[src/rtl/conduit_reg_pkg.sv]
// Shared definitions for the conduit register bank: register offsets,
// FSM state encoding, register select codes and the default ID value.
package conduit_reg_pkg;

  localparam logic [31:0] ID_VALUE_DEFAULT = 32'h0000_0A01;

  localparam logic [11:0] OFF_CTRL     = 12'h000;
  localparam logic [11:0] OFF_STATUS   = 12'h004;
  localparam logic [11:0] OFF_IRQ_STAT = 12'h008;
  localparam logic [11:0] OFF_IRQ_EN   = 12'h00C;
  localparam logic [11:0] OFF_SCRATCH  = 12'h010;
  localparam logic [11:0] OFF_ID       = 12'h014;

  // Wide enough for the largest supported RD_WAIT (7)
  localparam int WAIT_CNT_W = 3;

  typedef enum logic [1:0] {
    ST_IDLE    = 2'd0,
    ST_WR_ACK  = 2'd1,
    ST_RD_WAIT = 2'd2,
    ST_RD_DONE = 2'd3
  } conduit_state_e;

  typedef enum logic [2:0] {
    SEL_CTRL     = 3'd0,
    SEL_STATUS   = 3'd1,
    SEL_IRQ_STAT = 3'd2,
    SEL_IRQ_EN   = 3'd3,
    SEL_SCRATCH  = 3'd4,
    SEL_ID       = 3'd5,
    SEL_NONE     = 3'd7
  } reg_sel_e;

endpackage

[src/rtl/conduit_irq_ctrl.sv]
// Interrupt status/enable registers and the registered level interrupt.
// Status bits are sticky on events and cleared by write-one-to-clear;
// a simultaneous event wins over the clear.
module conduit_irq_ctrl
  import conduit_reg_pkg::*;
(
  input  logic       pclk,
  input  logic       presetn,
  input  logic [7:0] core_event,
  input  logic       stat_clr_en,
  input  logic       en_wr_en,
  input  logic [7:0] wr_byte,
  output logic [7:0] irq_stat,
  output logic [7:0] irq_en,
  output logic       irq
);

  logic [7:0] stat_r;
  logic [7:0] en_r;
  logic       irq_r;
  logic [7:0] clr_mask_s;

  // Bits to clear this cycle from an accepted W1C write
  always_comb begin
    clr_mask_s = 8'h00;
    if (stat_clr_en) begin
      clr_mask_s = wr_byte;
    end else begin
      clr_mask_s = 8'h00;
    end
  end

  // Sticky status: clear first, then OR in events so a same-cycle event wins
  always_ff @(posedge pclk or negedge presetn) begin
    if (!presetn) begin
      stat_r <= 8'h00;
    end else begin
      stat_r <= (stat_r & ~clr_mask_s) | core_event;
    end
  end

  // Enable mask register
  always_ff @(posedge pclk or negedge presetn) begin
    if (!presetn) begin
      en_r <= 8'h00;
    end else if (en_wr_en) begin
      en_r <= wr_byte;
    end else begin
      en_r <= en_r;
    end
  end

  // Interrupt level follows the stored status/enable one cycle later
  always_ff @(posedge pclk or negedge presetn) begin
    if (!presetn) begin
      irq_r <= 1'b0;
    end else begin
      irq_r <= |(stat_r & en_r);
    end
  end

  assign irq_stat = stat_r;
  assign irq_en   = en_r;
  assign irq      = irq_r;

endmodule

[src/rtl/conduit_reg_bank.sv]
// Conduit-attached register bank: CTRL/STATUS/IRQ/SCRATCH/ID registers,
// address decode and the request/acknowledge FSM. Writes commit when the
// request is accepted; reads return after RD_WAIT extra cycles.
`ifndef WORD_SIZE
`define WORD_SIZE 32
`endif

module conduit_reg_bank
  import conduit_reg_pkg::*;
#(
  parameter int                 D_WIDTH  = `WORD_SIZE,
  parameter int                 A_WIDTH  = 12,
  parameter int                 RD_WAIT  = 1,
  parameter logic [D_WIDTH-1:0] ID_VALUE = D_WIDTH'(ID_VALUE_DEFAULT)
) (
  input  logic                 pclk,
  input  logic                 presetn,
  input  logic                 con_wr,
  input  logic                 con_rd,
  input  logic                 con_rd_ack,
  input  logic [A_WIDTH-1:0]   con_waddr,
  input  logic [A_WIDTH-1:0]   con_raddr,
  input  logic [D_WIDTH-1:0]   con_wdata,
  input  logic [D_WIDTH/8-1:0] con_wbyte_enable,
  input  logic [D_WIDTH/8-1:0] con_rbyte_enable,
  output logic                 con_wr_ack,
  output logic [D_WIDTH-1:0]   con_rdata,
  output logic                 con_read_valid,
  output logic                 con_slv_error,
  output logic [D_WIDTH-1:0]   core_ctrl,
  input  logic [D_WIDTH-1:0]   core_status,
  input  logic [7:0]           core_event,
  output logic                 irq
);

  localparam int BE_W = D_WIDTH / 8;

  conduit_state_e          state_r;
  logic [WAIT_CNT_W-1:0]   wait_cnt_r;
  logic [A_WIDTH-1:0]      raddr_r;
  logic [D_WIDTH-1:0]      ctrl_r;
  logic [D_WIDTH-1:0]      scratch_r;
  logic [D_WIDTH-1:0]      rdata_r;
  logic                    wr_ack_r;
  logic                    rd_valid_r;
  logic                    slv_err_r;

  reg_sel_e                wr_sel_s;
  reg_sel_e                rd_sel_s;
  logic [A_WIDTH-1:0]      rd_addr_s;
  logic [D_WIDTH-1:0]      rd_data_s;
  logic                    wr_fire_s;
  logic                    wr_err_s;
  logic                    wr_ok_s;
  logic                    rd_err_s;
  logic [7:0]              irq_stat_s;
  logic [7:0]              irq_en_s;

  // Read acknowledge and read byte enables carry no information for this block
  logic unused_inputs_s;
  assign unused_inputs_s = ^{con_rd_ack, con_rbyte_enable};

  function automatic reg_sel_e decode_addr(input logic [A_WIDTH-1:0] addr);
    reg_sel_e sel;
    if (addr[1:0] != 2'b00)                   sel = SEL_NONE;
    else if (addr == A_WIDTH'(OFF_CTRL))      sel = SEL_CTRL;
    else if (addr == A_WIDTH'(OFF_STATUS))    sel = SEL_STATUS;
    else if (addr == A_WIDTH'(OFF_IRQ_STAT))  sel = SEL_IRQ_STAT;
    else if (addr == A_WIDTH'(OFF_IRQ_EN))    sel = SEL_IRQ_EN;
    else if (addr == A_WIDTH'(OFF_SCRATCH))   sel = SEL_SCRATCH;
    else if (addr == A_WIDTH'(OFF_ID))        sel = SEL_ID;
    else                                      sel = SEL_NONE;
    return sel;
  endfunction

  function automatic logic [D_WIDTH-1:0] byte_merge(input logic [D_WIDTH-1:0] old_val,
                                                    input logic [D_WIDTH-1:0] new_val,
                                                    input logic [BE_W-1:0]    be);
    logic [D_WIDTH-1:0] res;
    res = old_val;
    for (int b = 0; b < BE_W; b++) begin
      if (be[b]) res[8*b +: 8] = new_val[8*b +: 8];
      else       res[8*b +: 8] = old_val[8*b +: 8];
    end
    return res;
  endfunction

  assign wr_sel_s  = decode_addr(con_waddr);
  assign wr_fire_s = (state_r == ST_IDLE) && con_wr;
  assign wr_err_s  = (wr_sel_s == SEL_NONE) || (wr_sel_s == SEL_STATUS) || (wr_sel_s == SEL_ID);
  assign wr_ok_s   = wr_fire_s && !wr_err_s;

  // With no wait cycles the read completes on the accepting edge, so decode the live address
  always_comb begin
    rd_addr_s = raddr_r;
    if (state_r == ST_IDLE) begin
      rd_addr_s = con_raddr;
    end else begin
      rd_addr_s = raddr_r;
    end
  end

  assign rd_sel_s = decode_addr(rd_addr_s);
  assign rd_err_s = (rd_sel_s == SEL_NONE);

  // Read mux; unmapped addresses and unimplemented bits return zero
  always_comb begin
    rd_data_s = '0;
    case (rd_sel_s)
      SEL_CTRL:     rd_data_s = ctrl_r;
      SEL_STATUS:   rd_data_s = core_status;
      SEL_IRQ_STAT: rd_data_s = D_WIDTH'(irq_stat_s);
      SEL_IRQ_EN:   rd_data_s = D_WIDTH'(irq_en_s);
      SEL_SCRATCH:  rd_data_s = scratch_r;
      SEL_ID:       rd_data_s = ID_VALUE;
      default:      rd_data_s = '0;
    endcase
  end

  // CTRL and SCRATCH storage, byte-merged on accepted writes
  always_ff @(posedge pclk or negedge presetn) begin
    if (!presetn) begin
      ctrl_r    <= '0;
      scratch_r <= '0;
    end else begin
      if (wr_ok_s && (wr_sel_s == SEL_CTRL)) begin
        ctrl_r <= byte_merge(ctrl_r, con_wdata, con_wbyte_enable);
      end else begin
        ctrl_r <= ctrl_r;
      end
      if (wr_ok_s && (wr_sel_s == SEL_SCRATCH)) begin
        scratch_r <= byte_merge(scratch_r, con_wdata, con_wbyte_enable);
      end else begin
        scratch_r <= scratch_r;
      end
    end
  end

  // Request FSM with registered ack/valid/error pulses and read data
  always_ff @(posedge pclk or negedge presetn) begin
    if (!presetn) begin
      state_r    <= ST_IDLE;
      wait_cnt_r <= '0;
      raddr_r    <= '0;
      rdata_r    <= '0;
      wr_ack_r   <= 1'b0;
      rd_valid_r <= 1'b0;
      slv_err_r  <= 1'b0;
    end else begin
      wr_ack_r   <= 1'b0;
      rd_valid_r <= 1'b0;
      slv_err_r  <= 1'b0;
      case (state_r)
        ST_IDLE: begin
          if (con_wr) begin
            state_r   <= ST_WR_ACK;
            wr_ack_r  <= 1'b1;
            slv_err_r <= wr_err_s;
          end else if (con_rd) begin
            raddr_r <= con_raddr;
            if (RD_WAIT > 0) begin
              state_r    <= ST_RD_WAIT;
              wait_cnt_r <= WAIT_CNT_W'(RD_WAIT - 1);
            end else begin
              state_r    <= ST_RD_DONE;
              rd_valid_r <= 1'b1;
              slv_err_r  <= rd_err_s;
              rdata_r    <= rd_data_s;
            end
          end else begin
            state_r <= ST_IDLE;
          end
        end
        ST_WR_ACK: begin
          state_r <= ST_IDLE;
        end
        ST_RD_WAIT: begin
          if (wait_cnt_r == WAIT_CNT_W'(0)) begin
            state_r    <= ST_RD_DONE;
            rd_valid_r <= 1'b1;
            slv_err_r  <= rd_err_s;
            rdata_r    <= rd_data_s;
          end else begin
            wait_cnt_r <= wait_cnt_r - WAIT_CNT_W'(1);
          end
        end
        ST_RD_DONE: begin
          state_r <= ST_IDLE;
        end
        default: begin
          state_r <= ST_IDLE;
        end
      endcase
    end
  end

  conduit_irq_ctrl u_irq_ctrl (
    .pclk        (pclk),
    .presetn     (presetn),
    .core_event  (core_event),
    .stat_clr_en (wr_ok_s && (wr_sel_s == SEL_IRQ_STAT) && con_wbyte_enable[0]),
    .en_wr_en    (wr_ok_s && (wr_sel_s == SEL_IRQ_EN) && con_wbyte_enable[0]),
    .wr_byte     (con_wdata[7:0]),
    .irq_stat    (irq_stat_s),
    .irq_en      (irq_en_s),
    .irq         (irq)
  );

  assign con_wr_ack     = wr_ack_r;
  assign con_read_valid = rd_valid_r;
  assign con_slv_error  = slv_err_r;
  assign con_rdata      = rdata_r;
  assign core_ctrl      = ctrl_r;

endmodule

[config.mk]
export PLATFORM = sky130hd
export DESIGN_NAME = conduit_reg_bank
export DESIGN_NICKNAME = d
export VERILOG_FILES = /design/src/rtl/conduit_reg_pkg.sv /design/src/rtl/conduit_irq_ctrl.sv /design/src/rtl/conduit_reg_bank.sv
export SDC_FILE = /design/constraint.sdc
export NUM_CORES = 1
export LEC_CHECK = 0
export ABC_AREA = 1
export BUFFER_PORTS_ARGS = -buffer_cell sky130_fd_sc_hd__buf_2
export CORE_ASPECT_RATIO = 1.25
export CORE_MARGIN = 1.5
export CORE_UTILIZATION = 52
export DETAILED_ROUTE_END_ITERATION = 16
export PLACE_DENSITY = 0.8
export SYNTH_ARGS = -nofsm -noshare
export SYNTH_HDL_FRONTEND = slang
export SYNTH_SLANG_ARGS = --single-unit
[constraint.sdc]
create_clock -name pclk -period 2.3 [get_ports pclk]
set_input_delay 0.345 -clock pclk [delete_from_list [all_inputs] [get_ports pclk]]
set_output_delay 0.345 -clock pclk [all_outputs]
set_load 0.02 [all_outputs]
==> flow_summary.json, run 1 <==
{
  "cpMostUsedCell": "nand2_1",
  "hpwl_um": 11400,
  "synthCells": 795,
  "clkTransAtPathRegs_ns": 0.06,
  "dieHeight_um": 126,
  "fin_nets": 1092,
  "synth_edf_count": 0,
  "powerDensity_nw_per_um2": 969,
  "critical_path.startpoint": "state_r[1]",
  "routed_wl_um": 16600,
  "ctsHoldBuffers": 1,
  "max_freq_mhz": 493,
  "grt_usage_pct": 27.4,
  "fin_crit_sh_pct": 88.2,
  "p_switching_uw": 2540,
  "gp_congestion": 0.828,
  "drive_above_1_share_pct": 24.8,
  "cp-start-kind": "register",
  "initial_core_util_pct": 53.8,
  "slew_headroom_pct": 63.0,
  "path_delay_family": "simple AND/OR/NAND/NOR gates",
  "slowest_stage": "dfrtp_1",
  "reg2reg_from": "state_r[1]",
  "htreeDepth": 4,
  "design_area_um2": 8020,
  "max_cap_violations": 0,
  "avgRoutedWirePerCell_um": 14.3,
  "leakage_uw": 0.00438,
  "ys_async_sr_fraction_pct": 100,
  "seq_area_um2": 3330,
  "required_ns": 2.65,
  "p_seq_share_pct": 38.3,
  "fill_cells": 1005,
  "drc": 0,
  "path_class": "reg2reg",
  "status": "completed",
  "antenna_left": 0,
  "hold_violations": 0,
  "arrival_ns": 2.37,
  "finalSetupViolCount": 0,
  "syn_nets": 906,
  "crit_fanout": 24,
  "diodes": 0,
  "first_global_vias": 5612,
  "clkPwrFrac_pct": 36.2,
  "sw_frac_of_total_pct": 32.6,
  "pin_count": 177,
  "ys_ff_latch": 133,
  "grt_max_degree": 61,
  "place_area_um2": 7390,
  "gr-total-overflow": 0,
  "post-cts-setup-buffers": 0,
  "core_area_um2": 11700,
  "multiInputGateArea_um2": 2520,
  "most-common-layout-cells": "nand2_1 (324), buf_2 (170), dfrtp_1 (133), inv_1 (74), nand3_1 (65)",
  "endpoint_kind": "register",
  "skew_ns": 0.0167,
  "internal-power_uw": 5230,
  "whs_ns": 0.109,
  "hold_class": "in2reg",
  "yosys_warnings": 0,
  "ys_types": 32,
  "final_common_cell": "nand2_1",
  "via_per_inst": 5.08,
  "crit_buf_inv": 1,
  "clockRootBuffer": "clkbuf_16",
  "cts-resized-gates": 0,
  "drtIter0Drc": 269,
  "clockBufferDepth": 2,
  "vias": 5865,
  "combPwrFrac_pct": 25.5,
  "die_area_um2": 12800,
  "cts_tree": "built",
  "ys.flop_type": "dfrtp_1",
  "grt_pass1_wl_um": 27100,
  "instances_no_fill": 1154,
  "holdCritStartpoint": "core_event[2]",
  "die_w_um": 101,
  "path_cells": "nor2_4 -> nand2_1 -> o21ai_1 -> nand2_2 -> nor2_4 -> and2_1 -> buf_12 -> nand2_1 -> nand3_1 -> nand2_1 -> nand2_1",
  "placedCellCount": 1122,
  "clk_latency_ns": 0.41,
  "syn_avg_cell_area_um2": 7.93,
  "fin_crit_ns": 2.03,
  "cts_num_sinks": 133,
  "tns_ns": 0,
  "numCtsBuffers": 17,
  "synth_area_um2": 6300,
  "area_growth_syn_to_layout_pct": 27.2,
  "tightest_slew_ns": 0.555,
  "io_buffers": 171,
  "rows": 44,
  "cp_slowest_stage_delay_ns": 0.42,
  "drv_slew": 0,
  "ir_drop_v": 0.000529,
  "antenna_found_initial": 0,
  "dr.pass1.iters": 5,
  "yosysSeqAreaShare_pct": 52.8,
  "grt_setup_unrepaired": "no"
}
[layer usage]
layer  GRT usage, %  vias to the layer above  wire [um]
met5              0                        -          0
met4           10.0                        0        363
met3           7.88                       29       1210
met2           44.0                      234       8180
met1           35.1                     2728       6800
li1               -                     2874          -
[per-stage QoR]
stage                     power [uW]  utilization [%]  setup slack, ns
after CTS                       7810             68.4            0.268
after global routing            8190             68.4            0.109
final                           7770             68.4            0.271
after detailed placement        4950             63.0            0.272
after floorplan                 4190                -            0.498
after global placement          4910             63.0            0.330
[worst reg2reg max path: stages (launching register included)]
cell	delay, ns
dfrtp_1	0.42
nor2_4	0.26
nand2_1	0.08
o21ai_1	0.22
nand2_2	0.16
nor2_4	0.11
and2_1	0.19
buf_12	0.20
nand2_1	0.11
nand3_1	0.08
nand2_1	0.08
nand2_1	0.07
[power groups by stage]
stage	combinational (uW)	sequential (uW)	clock, uW
final	1980	2980	2810
after global routing	2190	3030	2970
after CTS	1990	2980	2840
after detailed placement	1950	3000	0
after global placement	1910	3000	0
after floorplan	886	3300	0
[registers in the layout, summed over array words and instances (netlist names)]
signal and flops:
con_rdata 32, core_ctrl 32, scratch_r 32, raddr_r 12, u_irq_ctrl.irq_en 8, u_irq_ctrl.irq_stat 8
wait_cnt_r 3, state_r 2, con_read_valid 1, con_slv_error 1, con_wr_ack 1, u_irq_ctrl.irq 1
[cell families (layout without fill, tap and decap cells)]
kind of cell / Yosys count / after routing / share of synthesized area (%)
AOI/OAI and AO/OA: 101 / 101 / 8.71
adders and majority gates: 2 / 2 / 0.397
xor gates and xnor gates: 1 / 1 / 0.139
and+or+nand+nor: 456 / 456 / 30.7
DFF: 133 / 133 / 52.8
buffers and inverters: 102 / 300 / 7.26
[path summary, 6_finish.rpt]
path | end | slack, ns | cells past startpoint
setup / recovery | con_rdata[21] | 0.27 | 11
hold / removal | u_irq_ctrl.irq_stat[2] | 0.11 | 2
setup reg to reg | con_rdata[21] | 0.27 | 11
hold reg to reg | con_rdata[11] | 0.47 | 2
max in group asynchronous | raddr_r[9] | 1.19 | 3
min in group asynchronous | u_irq_ctrl.irq_en[6] | 0.48 | 2
[synth_stat cells (3+ instances only)]
cell type,instances,share of area [%]
nand2_1,324,19
dfrtp_1,133,53
inv_1,74,4.4
nand3_1,65,5.2
o21ai_0,56,4.4
nor2_1,41,2.4
o21ai_1,28,2.2
clkbuf_1,9,0.54
a21o_1,8,0.95
buf_6,8,1.4
nand3_2,8,1.3
buf_2,6,0.48
nand2_2,5,0.50
nor2_4,3,0.54
[final cells by class]
| cell class | count | area share, % |
|---|---|---|
| Sequential cell | 133 | 41.5 |
| Clock inverter | 9 | 1.89 |
| Multi-Input combinational cell | 560 | 31.5 |
| Timing Repair Buffer | 192 | 13.2 |
| Clock buffer | 22 | 5.79 |
| Tap cell | 161 | 2.51 |
| Inverter | 77 | 3.60 |
Note: power is estimated with default switching activity, not from simulation.
==> run 2: changes to the inputs <==
--- a/config.mk
+++ b/config.mk
@@ -11,7 +11,7 @@
 export CORE_MARGIN = 1.5
 export CORE_UTILIZATION = 52
 export DETAILED_ROUTE_END_ITERATION = 16
-export PLACE_DENSITY = 0.8
+export PLACE_DENSITY_LB_ADDON = 0.12
 export SYNTH_ARGS = -nofsm -noshare
 export SYNTH_HDL_FRONTEND = slang
 export SYNTH_SLANG_ARGS = --single-unit
==> flow_summary.json, run 2 (synthesized netlist as in run 1, its figures left out) <==
{
  "io_buffers": 171,
  "pin_count": 177,
  "htreeDepth": 4,
  "place_area_um2": 7380,
  "die_area_um2": 12800,
  "antenna_left": 0,
  "fin_ws_ns": 0.200,
  "hpwl_um": 11400,
  "powerDensity_nw_per_um2": 975,
  "grt_max_degree": 55,
  "path_class": "reg2reg",
  "fin_crit_sh_pct": 91.3,
  "endpoint_kind": "register",
  "clkTransAtPathRegs_ns": 0.06,
  "design_area_um2": 8020,
  "clockRootBuffer": "clkbuf_16",
  "dieHeight_um": 126,
  "first_global_vias": 5550,
  "most-common-layout-cells": "nand2_1 (324), buf_2 (170), dfrtp_1 (133), inv_1 (74), nand3_1 (65)",
  "via_per_inst": 4.96,
  "tightest_slew_ns": 0.520,
  "cp-start-kind": "register",
  "dr.pass1.iters": 5,
  "power_uw": 7820,
  "numCtsBuffers": 17,
  "clockBufferDepth": 2,
  "grt_usage_pct": 26.9,
  "finalSetupViolCount": 0,
  "final_common_cell": "nand2_1",
  "crit_fanout": 16,
  "leakage_uw": 0.00437,
  "cts_tree": "built",
  "vias": 5709,
  "whs_path_depth": 2,
  "initial_core_util_pct": 53.8,
  "slew_headroom_pct": 65.3,
  "area_growth_syn_to_layout_pct": 27.3,
  "status": "completed",
  "max_freq_mhz": 476,
  "fin_crit_ns": 2.10,
  "drv_slew": 0,
  "ir_drop_v": 0.000638,
  "gr-total-overflow": 0,
  "arrival_ns": 2.40,
  "r2r_cells": 6,
  "drive_above_1_share_pct": 24.6,
  "grt_setup_unrepaired": "yes",
  "clk_latency_ns": 0.42,
  "drc": 0,
  "routed_wl_um": 15900,
  "avgRoutedWirePerCell_um": 13.8,
  "hold_violations": 0,
  "required_ns": 2.60,
  "gp_congestion": 0.825,
  "dp_slack_ns": 0.0727,
  "core_area_um2": 11700,
  "cts_num_sinks": 133,
  "rows": 44,
  "die_w_um": 101,
  "fill_cells": 1009,
  "hold_class": "in2reg",
  "drtIter0Drc": 288,
  "fin_nets": 1090,
  "max_cap_violations": 0,
  "antenna_found_initial": 0,
  "grt_pass1_wl_um": 26500,
  "diodes": 0,
  "skew_ns": 0.00658
}
-- run 2: where the power goes --
| group | switching, uW | total (uW) | internal (uW) | leakage [uW] |
|---|---|---|---|---|
| clock network | 965 | 2890 | 1920 | 0.000303 |
| logic | 1340 | 1970 | 629 | 0.00230 |
| registers | 213 | 2960 | 2750 | 0.00177 |
| total | 2520 | 7820 | 5300 | 0.00437 |
-- run 2: timing repair --
action | 4_1_cts | 5_1_grt
buffers inserted | 0 | 0
setup endpoints to repair | 0 | 6
gates resized for setup | 0 | 0
hold buffers | 1 | 0
hold endpoints to repair | 51 | 0
-- run 2: critical path, stage by stage, from the launching register on --
cell and delay (ns):
dfrtp_1 0.40, nor2_4 0.24, nand2_1 0.22, nor3_4 0.47, nand3_2 0.40, nand2_1 0.16
o21ai_1 0.07
-- run 2: final cells by class --
cell class | count | area, um^2 | share of cell area, %
Clock buffer | 24 | 492 | 6.13
Clock inverter | 7 | 144 | 1.79
Inverter | 77 | 289 | 3.60
Multi-Input combinational cell | 560 | 2520 | 31.5
Sequential cell | 133 | 3330 | 41.5
Tap cell | 161 | 201 | 2.51
Timing Repair Buffer | 190 | 1040 | 13.0
-- run 2: final timing paths --
| check | startpoint | to | slack (ns) |
|---|---|---|---|
| worst min-delay path | core_event[4] | u_irq_ctrl.irq_stat[4] | 0.10 |
| max in group asynchronous | presetn | u_irq_ctrl.irq_stat[2] | 1.15 |
| worst min register to register | raddr_r[9] | raddr_r[9] | 0.47 |
| min in group asynchronous | presetn | raddr_r[8] | 0.45 |
| worst max-delay path | state_r[1] | core_ctrl[21] | 0.20 |
| worst max register to register | state_r[1] | core_ctrl[21] | 0.20 |
-- run 2: metrics by stage --
stage	cells	utilization (%)	setup TNS, ns	hold WS (ns)
5_1_grt	1152	68.4	-0.0984	0.101
2_1_floorplan	795	-	0	0.0494
3_3_place_gp	1120	62.9	0	0.331
4_1_cts	1152	68.4	0	0.0878
6_report	1152	68.4	0	0.102
3_5_place_dp	1120	62.9	0	0.333
-- run 2: layer usage --
layer	up-vias	track usage, %	part of all wire [%]
li1	2870	-	-
met3	24	6.66	6.3
met5	-	0	0
met2	195	42.7	48
met1	2620	36.0	44
met4	0	8.91	1.4
==> run 3: changes to the inputs <==
--- a/config.mk
+++ b/config.mk
@@ -9,9 +9,10 @@
 export BUFFER_PORTS_ARGS = -buffer_cell sky130_fd_sc_hd__buf_2
 export CORE_ASPECT_RATIO = 1.25
 export CORE_MARGIN = 1.5
-export CORE_UTILIZATION = 52
+export CORE_UTILIZATION = 56
 export DETAILED_ROUTE_END_ITERATION = 16
 export PLACE_DENSITY_LB_ADDON = 0.12
+export SKIP_LAST_GASP = 1
 export SYNTH_ARGS = -nofsm -noshare
 export SYNTH_HDL_FRONTEND = slang
 export SYNTH_SLANG_ARGS = --single-unit
==> constraint.sdc (replaced) <==
create_clock -name pclk -period 2.5 [get_ports pclk]
set_input_delay 0.375 -clock pclk [delete_from_list [all_inputs] [get_ports pclk]]
set_output_delay 0.375 -clock pclk [all_outputs]
set_load 0.02 [all_outputs]
==> flow_summary.json, run 3 (synthesized netlist as in run 1, its figures left out) <==
{
  "status": "completed",
  "diodes": 0,
  "leakage_uw": 0.00435,
  "holdCritStartpoint": "core_event[5]",
  "antenna_found_initial": 0,
  "clk_latency_ns": 0.42,
  "slew_headroom_pct": 64.5,
  "htreeDepth": 4,
  "clkTransAtPathRegs_ns": 0.06,
  "vias": 5687,
  "rr_endpoint": "core_ctrl[0]",
  "initial_core_util_pct": 57.2,
  "numCtsBuffers": 17,
  "place_area_um2": 7290,
  "clockBufferDepth": 2,
  "cp_slowest_stage_delay_ns": 0.51,
  "drtIter0Drc": 268,
  "rrSetupSlack_ns": 0.34,
  "final_common_cell": "nand2_1",
  "pin_count": 177,
  "required_ns": 2.82,
  "r2r_cells": 5,
  "rows": 43,
  "avgRoutedWirePerCell_um": 13.8,
  "slowest_stage": "nor3_4",
  "antenna_left": 0,
  "fin_crit_sh_pct": 86.4,
  "dieHeight_um": 122,
  "arrival_ns": 2.48,
  "dp_slack_ns": 0.265,
  "die_w_um": 97.9,
  "cp-start-kind": "register",
  "max_freq_mhz": 463,
  "routed_wl_um": 15500,
  "grt_max_degree": 69,
  "grt_usage_pct": 27.0,
  "finalSetupViolCount": 0,
  "core_area_um2": 11000,
  "max_cap_violations": 0,
  "tightest_slew_ns": 0.531,
  "drive_above_1_share_pct": 24.6,
  "area_growth_syn_to_layout_pct": 26.3,
  "skew_ns": 0.00522,
  "whs_path_depth": 2,
  "fin_ws_ns": 0.340,
  "hold_class": "in2reg",
  "powerDensity_nw_per_um2": 910,
  "grt_setup_unrepaired": "no",
  "fin_nets": 1086,
  "via_per_inst": 5.06,
  "io_buffers": 171,
  "drv_slew": 0,
  "drc": 0,
  "first_global_vias": 5336,
  "path_cells": "nor2_4 -> nand2_1 -> nor3_4 -> nand3_2 -> o21ai_0",
  "crit_fanout": 16,
  "dr.pass1.iters": 4,
  "path_class": "reg2reg",
  "design_area_um2": 7960,
  "tns_ns": 0,
  "reg2reg_from": "state_r[1]",
  "hpwl_um": 10800,
  "post-cts-setup-buffers": 0,
  "most-common-layout-cells": "nand2_1 (324), buf_2 (170), dfrtp_1 (133), inv_1 (74), nand3_1 (65)",
  "hold_end": "u_irq_ctrl.irq_stat[5]",
  "clockRootBuffer": "clkbuf_16",
  "cts_num_sinks": 133,
  "endpoint_kind": "register",
  "hold_violations": 0,
  "gr-total-overflow": 0,
  "gp_congestion": 0.785,
  "fin_crit_ns": 2.16,
  "die_area_um2": 11900,
  "ir_drop_v": 0.000496,
  "cts_tree": "built",
  "grt_pass1_wl_um": 25200
}
==> run 3: cell types whose count changed in the layout (fill, tap and decap cells not counted), sizes merged <==
cell,delta
clkinv,+4
clkbuf,-4
bufinv,+1
buf,-4
==> run 3: power breakdown <==
part	switching [uW]	total (uW)	internal, uW
clock network	935	2760	1820
registers	185	2710	2530
logic	1220	1770	556
==> run 3: worst max-delay path: cells and delay by family (launching register included) <==
kind / cells / cell delay (ns)
AO/OA/AOI/OAI: 1 / 0.31
flip-flops: 1 / 0.41
AND/OR/NAND/NOR: 4 / 1.35
==> run 3: layout make-up <==
class,instances,area (um^2)
sequential,133,3330
fill,911,3070
multi-input combinational,560,2520
timing repair buffer,186,990
clock buffer,20,457
inverter,77,289
clock inverter,12,201
tap,135,169
==> run 3: timing repair <==
item                                   4_1_cts  5_1_grt
resized for setup                            0        0
hold buffers                                 1        0
endpoints found under the hold margin       37        0
==> run 3: per-stage QoR <==
step / util, % / hold slack, ns / power [uW] / cells
floorplan: - / 0.0794 / 3850 / 795
global placement: 66.1 / 0.304 / 4490 / 1090
detailed placement: 66.1 / 0.302 / 4520 / 1090
CTS: 72.2 / 0.115 / 7290 / 1123
global route: 72.2 / 0.123 / 7610 / 1123
finish: 72.2 / 0.127 / 7240 / 1123
==> run 3: layer usage <==
layer	GRT usage, %	vias to the layer above	wire length, um
li1	-	2861	-
met2	43.8	184	7460
met3	7.75	35	1150
met4	11.3	0	448
met5	0	-	0
met1	34.1	2607	6480
==> run 3: worst max path at each step <==
stage	start	endpoint	slack, ns	cells after the start
final	state_r[1]	core_ctrl[0]	0.34	5
after global routing	state_r[1]	core_ctrl[27]	0.07	5
after CTS	state_r[1]	core_ctrl[0]	0.34	5
after detailed placement	con_waddr[1]	core_ctrl[0]	0.26	7
after global placement	con_waddr[1]	core_ctrl[17]	0.32	8
after floorplan	con_waddr[1]	core_ctrl[21]	0.67	8
